$ cat src/rtl/barrel_shift_pkg.sv
// barrel_shift_pkg: shared mode encoding and id-width helper for the shift arbiter
package barrel_shift_pkg;
  typedef logic [1:0] mode_t;
  localparam mode_t MODE_SHL = 2'b00;
  localparam mode_t MODE_SHR = 2'b01;
  localparam mode_t MODE_ROL = 2'b10;
  localparam mode_t MODE_ROR = 2'b11;
  function automatic int id_w(input int n);
    return (n > 1) ? $clog2(n) : 1;
  endfunction
endpackage

$ cat src/rtl/barrel_shifter.sv
// barrel_shifter: combinational N-bit shift/rotate unit
module barrel_shifter
  import barrel_shift_pkg::*;
#(
  parameter int N = 4,
  localparam int SW = $clog2(N)
) (
  input  logic [N-1:0]  data,
  input  logic [SW-1:0] shift,
  input  mode_t         mode,
  output logic [N-1:0]  res
);
  logic [2*N-1:0] dl, dr;
  // rotations fall out of shifting the operand concatenated with itself
  always_comb begin
    dl = {data, data} << shift;
    dr = {data, data} >> shift;
    res = (mode == MODE_SHL) ? data << shift :
          (mode == MODE_SHR) ? data >> shift :
          (mode == MODE_ROL) ? dl[2*N-1:N] : dr[N-1:0];
  end
endmodule

$ cat src/rtl/rr_arbiter.sv
// rr_arbiter: round-robin grant scanning upward from ptr with wraparound
module rr_arbiter
  import barrel_shift_pkg::*;
#(
  parameter int NREQ = 4,
  localparam int IW = id_w(NREQ)
) (
  input  logic [NREQ-1:0] req,
  input  logic [IW-1:0]   ptr,
  input  logic            en,
  output logic [NREQ-1:0] grant,
  output logic [IW-1:0]   idx
);
  logic [IW-1:0] j;
  // scan from farthest to nearest so the nearest hit after ptr wins
  always_comb begin
    grant = '0;
    idx = '0;
    j = '0;
    for (int k = NREQ - 1; k >= 0; k--) begin
      j = IW'((int'(ptr) + k) % NREQ);
      if (en && req[j]) begin
        grant = '0;
        grant[j] = 1'b1;
        idx = j;
      end
    end
  end
endmodule

$ cat src/rtl/barrel_shift_arbiter.sv
// barrel_shift_arbiter: round-robin sharing of one barrel shifter with a registered tagged response
module barrel_shift_arbiter
  import barrel_shift_pkg::*;
#(
  parameter int N = 4,
  parameter int NREQ = 4,
  localparam int SW = $clog2(N),
  localparam int IW = id_w(NREQ)
) (
  input  logic             clk,
  input  logic             rst_n,
  input  logic [NREQ-1:0]  req_valid,
  output logic [NREQ-1:0]  req_ready,
  input  logic [NREQ*N-1:0]  req_data,
  input  logic [NREQ*SW-1:0] req_shift,
  input  logic [NREQ*2-1:0]  req_mode,
  output logic             rsp_valid,
  input  logic             rsp_ready,
  output logic [N-1:0]     rsp_data,
  output logic [IW-1:0]    rsp_id
);
  logic [IW-1:0] ptr, idx;
  logic [NREQ-1:0] grant;
  logic [N-1:0] sel_data, shifted;
  logic [SW-1:0] sel_shift;
  mode_t sel_mode;
  logic cap;
  assign cap = !rsp_valid || rsp_ready;
  assign req_ready = grant;
  rr_arbiter #(.NREQ(NREQ)) u_arb (
    .req(req_valid), .ptr(ptr), .en(rst_n && cap), .grant(grant), .idx(idx)
  );
  always_comb begin
    sel_data = req_data[int'(idx)*N +: N];
    sel_shift = req_shift[int'(idx)*SW +: SW];
    sel_mode = req_mode[int'(idx)*2 +: 2];
  end
  barrel_shifter #(.N(N)) u_shf (
    .data(sel_data), .shift(sel_shift), .mode(sel_mode), .res(shifted)
  );
  always_ff @(posedge clk) begin
    if (!rst_n) begin
      rsp_valid <= 1'b0;
      rsp_data <= '0;
      rsp_id <= '0;
      ptr <= '0;
    end else if (|grant) begin
      rsp_valid <= 1'b1;
      rsp_data <= shifted;
      rsp_id <= idx;
      ptr <= (idx == IW'(NREQ - 1)) ? '0 : idx + 1'b1;
    end else if (rsp_ready) begin
      rsp_valid <= 1'b0;
    end
  end
endmodule

$ cat config.mk
export PLATFORM = sky130hd
export DESIGN_NAME = barrel_shift_arbiter
export DESIGN_NICKNAME = d
export VERILOG_FILES = /design/src/rtl/barrel_shift_pkg.sv /design/src/rtl/barrel_shifter.sv /design/src/rtl/rr_arbiter.sv /design/src/rtl/barrel_shift_arbiter.sv
export SDC_FILE = /design/constraint.sdc
export NUM_CORES = 1
export LEC_CHECK = 0
export CAP_MARGIN = 25
export CORE_MARGIN = 4
export CORE_UTILIZATION = 46
export CTS_BUF_LIST = sky130_fd_sc_hd__clkbuf_16
export DETAILED_ROUTE_END_ITERATION = 10
export GPL_TIMING_DRIVEN = 0
export PLACE_DENSITY = 0.82
export SLEW_MARGIN = 20
export SYNTH_ARGS = -nofsm -noshare
export SYNTH_HDL_FRONTEND = slang
export SYNTH_SLANG_ARGS = --single-unit
$ cat constraint.sdc
create_clock -name clk -period 4 [get_ports clk]
set_input_delay 0.8 -clock clk [delete_from_list [all_inputs] [get_ports clk]]
set_output_delay 0.8 -clock clk [all_outputs]
set_load 0.01 [all_outputs]
==> results.toml <==
[min_path]
worstHoldEndpoint = "rsp_data[2]$_SDFFE_PN0P_"
hold_depth = 2
min_from = "rsp_data[2]$_SDFFE_PN0P_"
hold_path_class = "reg -> reg"

[route]
final_antenna_net_count = 0
vias = 1543
drt_iter0_drc = 142
routed_wl_mm = 4.12
drcViolationCount = 0
wl_per_cell_um = 16.6
dr.pass1.iters = 4
post_drt_via_cell_ratio = 6.20

[floorplan]
fp.dieW_um = 63.4
rows = 19
die_h_um = 63.4
pin_count = 50
core_area_sq_um = 2850
start_util_pct = 49.4
dieArea_sq_um = 4020

[sta]
fin_setup_tns_ns = 0
slew_viol_final = 0
setup_violations = 0
holdWs_ns = 0.456
fmax_mhz = 251
tightest_slew_ns = 0.427
slew_headroom_pct = 71.5
fin_crit_ns = 3.99
clock-skew-final_ns = 0.00474
hold_viol_final = 0
timing.final.crit_share_pct = 99.7

[pwr]
power.net_switching_uw = 610
seqPwrFrac_pct = 10.5
ir_drop_mv = 0.392
power.share.switching_pct = 44.0
comb_power_share_pct = 77.0
p_leak_nw = 0.792
intPower_uw = 775
p_per_area_nw_per_um2 = 655
p_clk_share_pct = 12.5
p_total_mw = 1.39

[placement]
dpl.cell_count = 240
hpwl_mm = 3.02
port_buffers = 48
gp_congestion = 0.871

[synth]
ys_warn_count = 0
ys.flop_type = "dfxtp_1"
synth_common_cells = "mux2i_1, nand2_1, dfxtp_1, a21oi_1"
synth_fp_nets = 204
seq_area_frac_synth_pct = 12.8
avgSynthCellArea_sq_um = 8.76
yosysUniqueCellTypes = 50
synthTopCellsByArea = "mux2i_1, dfxtp_1, ha_1"
synth_edf_count = 0
ys_async_sr_fraction_pct = 0
synth.top_cell.area_share_pct = 20.6
yosysTopAreaCell = "mux2i_1"
syn-cell-area_sq_um = 1410
netlist_instances = 161
synth-seq-cells = 9
yosysMostFrequentCell = "mux2i_1"

[global_route]
grtUsageTotal_pct = 20.3
use_met1_pct = 21.0
antenna_found_initial = 0
grt_use_met2_pct = 37.0
grt_pass1_wl_mm = 6.75
grt_max_degree = 11
grt_busiest_layer = "met2"
grt_overflow_total = 0
grt_use_met3_pct = 5.86
grt_pass1_vias = 1576

[cells_and_area]
final_nets = 262
syn2layout_area_growth_pct = 49.9
drive_gt1_share_pct = 19.7
multi_input_area_sq_um = 1190
fin_cells = 249
fillCellCount = 207
layout.area.seq_sq_um = 180
antenna_cells = 0

[clock_tree]
cts_buffers = 3
cts-root-buf = "clkbuf_16"
clock_path_buffers = 2
clkTransAtPathRegs_ns = 0.04
cts_tree = "done"
cts_num_sinks = 9
clk_latency_ns = 0.24
h-tree-depth = 1

[critical_path]
rr_endpoint = "rsp_data[1]$_SDFFE_PN0P_"
regToRegSetupSlack_ns = 0.34
required_ns = 3.20
crit_fanout = 10
r2r_start = "ptr[0]$_SDFFE_PN0P_"
crit_arrival_ns = 3.19
start_kind = "input port"
r2r_cells = 15
cp-end-kind = "output port"
critical_path_class = "in -> out"

[run_status]
status = "finished, final reports clean"

[run]
cap_violations = 0
[cells in the final DEF (no fill, tap or decap), types with 5 or more instances in the layout]
cell / n
clkdlybuf4s50_1: 44
mux2i_1: 22
nand2_1: 12
dfxtp_1: 9
buf_4: 7
mux2i_2: 7
a21oi_1: 7
nand3_1: 6
nor3_1: 6
nor2_1: 6
nand2b_1: 5
a22oi_1: 5
a211oi_1: 5
[layout make-up]
type	instances	area share, %
clock inverters	1	0.178
well taps	31	1.84
multi-input cells	138	56.5
repair buffers	53	24.6
clock buffers	3	3.55
flip-flops and latches	9	8.53
plain buffers	10	3.91
inverters	4	0.888
[stage by stage]
stage | util, % | setup WS [ns] | instance area, sq um
2_1_floorplan | - | 0.626 | 1410
3_3_place_gp | 67.6 | -0.211 | 1930
3_5_place_dp | 67.6 | -0.279 | 1930
4_1_cts | 71.4 | 0.0474 | 2040
5_1_grt | 74.1 | -0.0577 | 2110
6_report | 74.1 | 0.0102 | 2110
[metal layers]
| metal | vias up | part of all wire (%) |
|---|---|---|
| li1 | 731 | - |
| met5 | - | 0 |
| met4 | 0 | 2.5 |
| met3 | 14 | 7.9 |
| met2 | 80 | 52 |
| met1 | 718 | 38 |
[timing repair]
item                                    4_1_cts  5_1_grt
hold endpoints to repair                      0        0
pin swaps                                     1        1
gates resized for setup                      10       11
buffers inserted                              0        5
endpoints found under the setup margin        4        6
hold buffers                                  0        0
[power by group through the flow]
stage,sequential [mW],combinational [mW],clock [mW]
after floorplan,0.158,0.686,0
after global placement,0.146,0.921,0
after detailed placement,0.146,0.950,0
after CTS,0.146,0.987,0.178
after global routing,0.151,1.15,0.184
final,0.146,1.07,0.173
[sequential cells by signal, indices dropped and copies added (netlist names)]
register and cells:
rsp_id 2, ptr 2, rsp_data 4, rsp_valid 1
[worst max-delay path by stage]
stage               depth (start not counted)  slack (ns)          from                        to
finish                                      8        0.01  req_valid[3]              req_ready[1]
global route                                8       -0.06  req_valid[3]              req_ready[1]
CTS                                        11        0.05  req_valid[0]  rsp_data[1]$_SDFFE_PN0P_
detailed placement                          8       -0.28  req_valid[3]              req_ready[2]
global placement                            8       -0.21  req_valid[3]              req_ready[3]
floorplan                                  11        0.63  req_valid[1]  rsp_data[1]$_SDFFE_PN0P_
[cells by family (layout without fill, tap and decap cells)]
kind of cell / count (synthesis) / in the layout / share of synthesized area [%]
adder cells (fa/ha/maj): 4 / 4 / 3.55
flip-flops: 9 / 9 / 12.8
multiplexers: 39 / 39 / 31.4
XOR/XNOR: 1 / 1 / 0.621
AND/OR/NAND/NOR: 53 / 53 / 21.7
AO/OA/AOI/OAI: 41 / 41 / 23.7
buffers and inverters: 14 / 71 / 6.30
[worst max-delay path, stage by stage]
cell	delay (ns)
clkdlybuf4s50_1	0.42
buf_2	0.18
mux4_2	0.51
nor4_4	0.35
nand2_1	0.13
o211ai_1	0.12
o21a_1	0.17
clkdlybuf4s50_1	0.53
No activity file was read; power rests on OpenSTA's default activity.
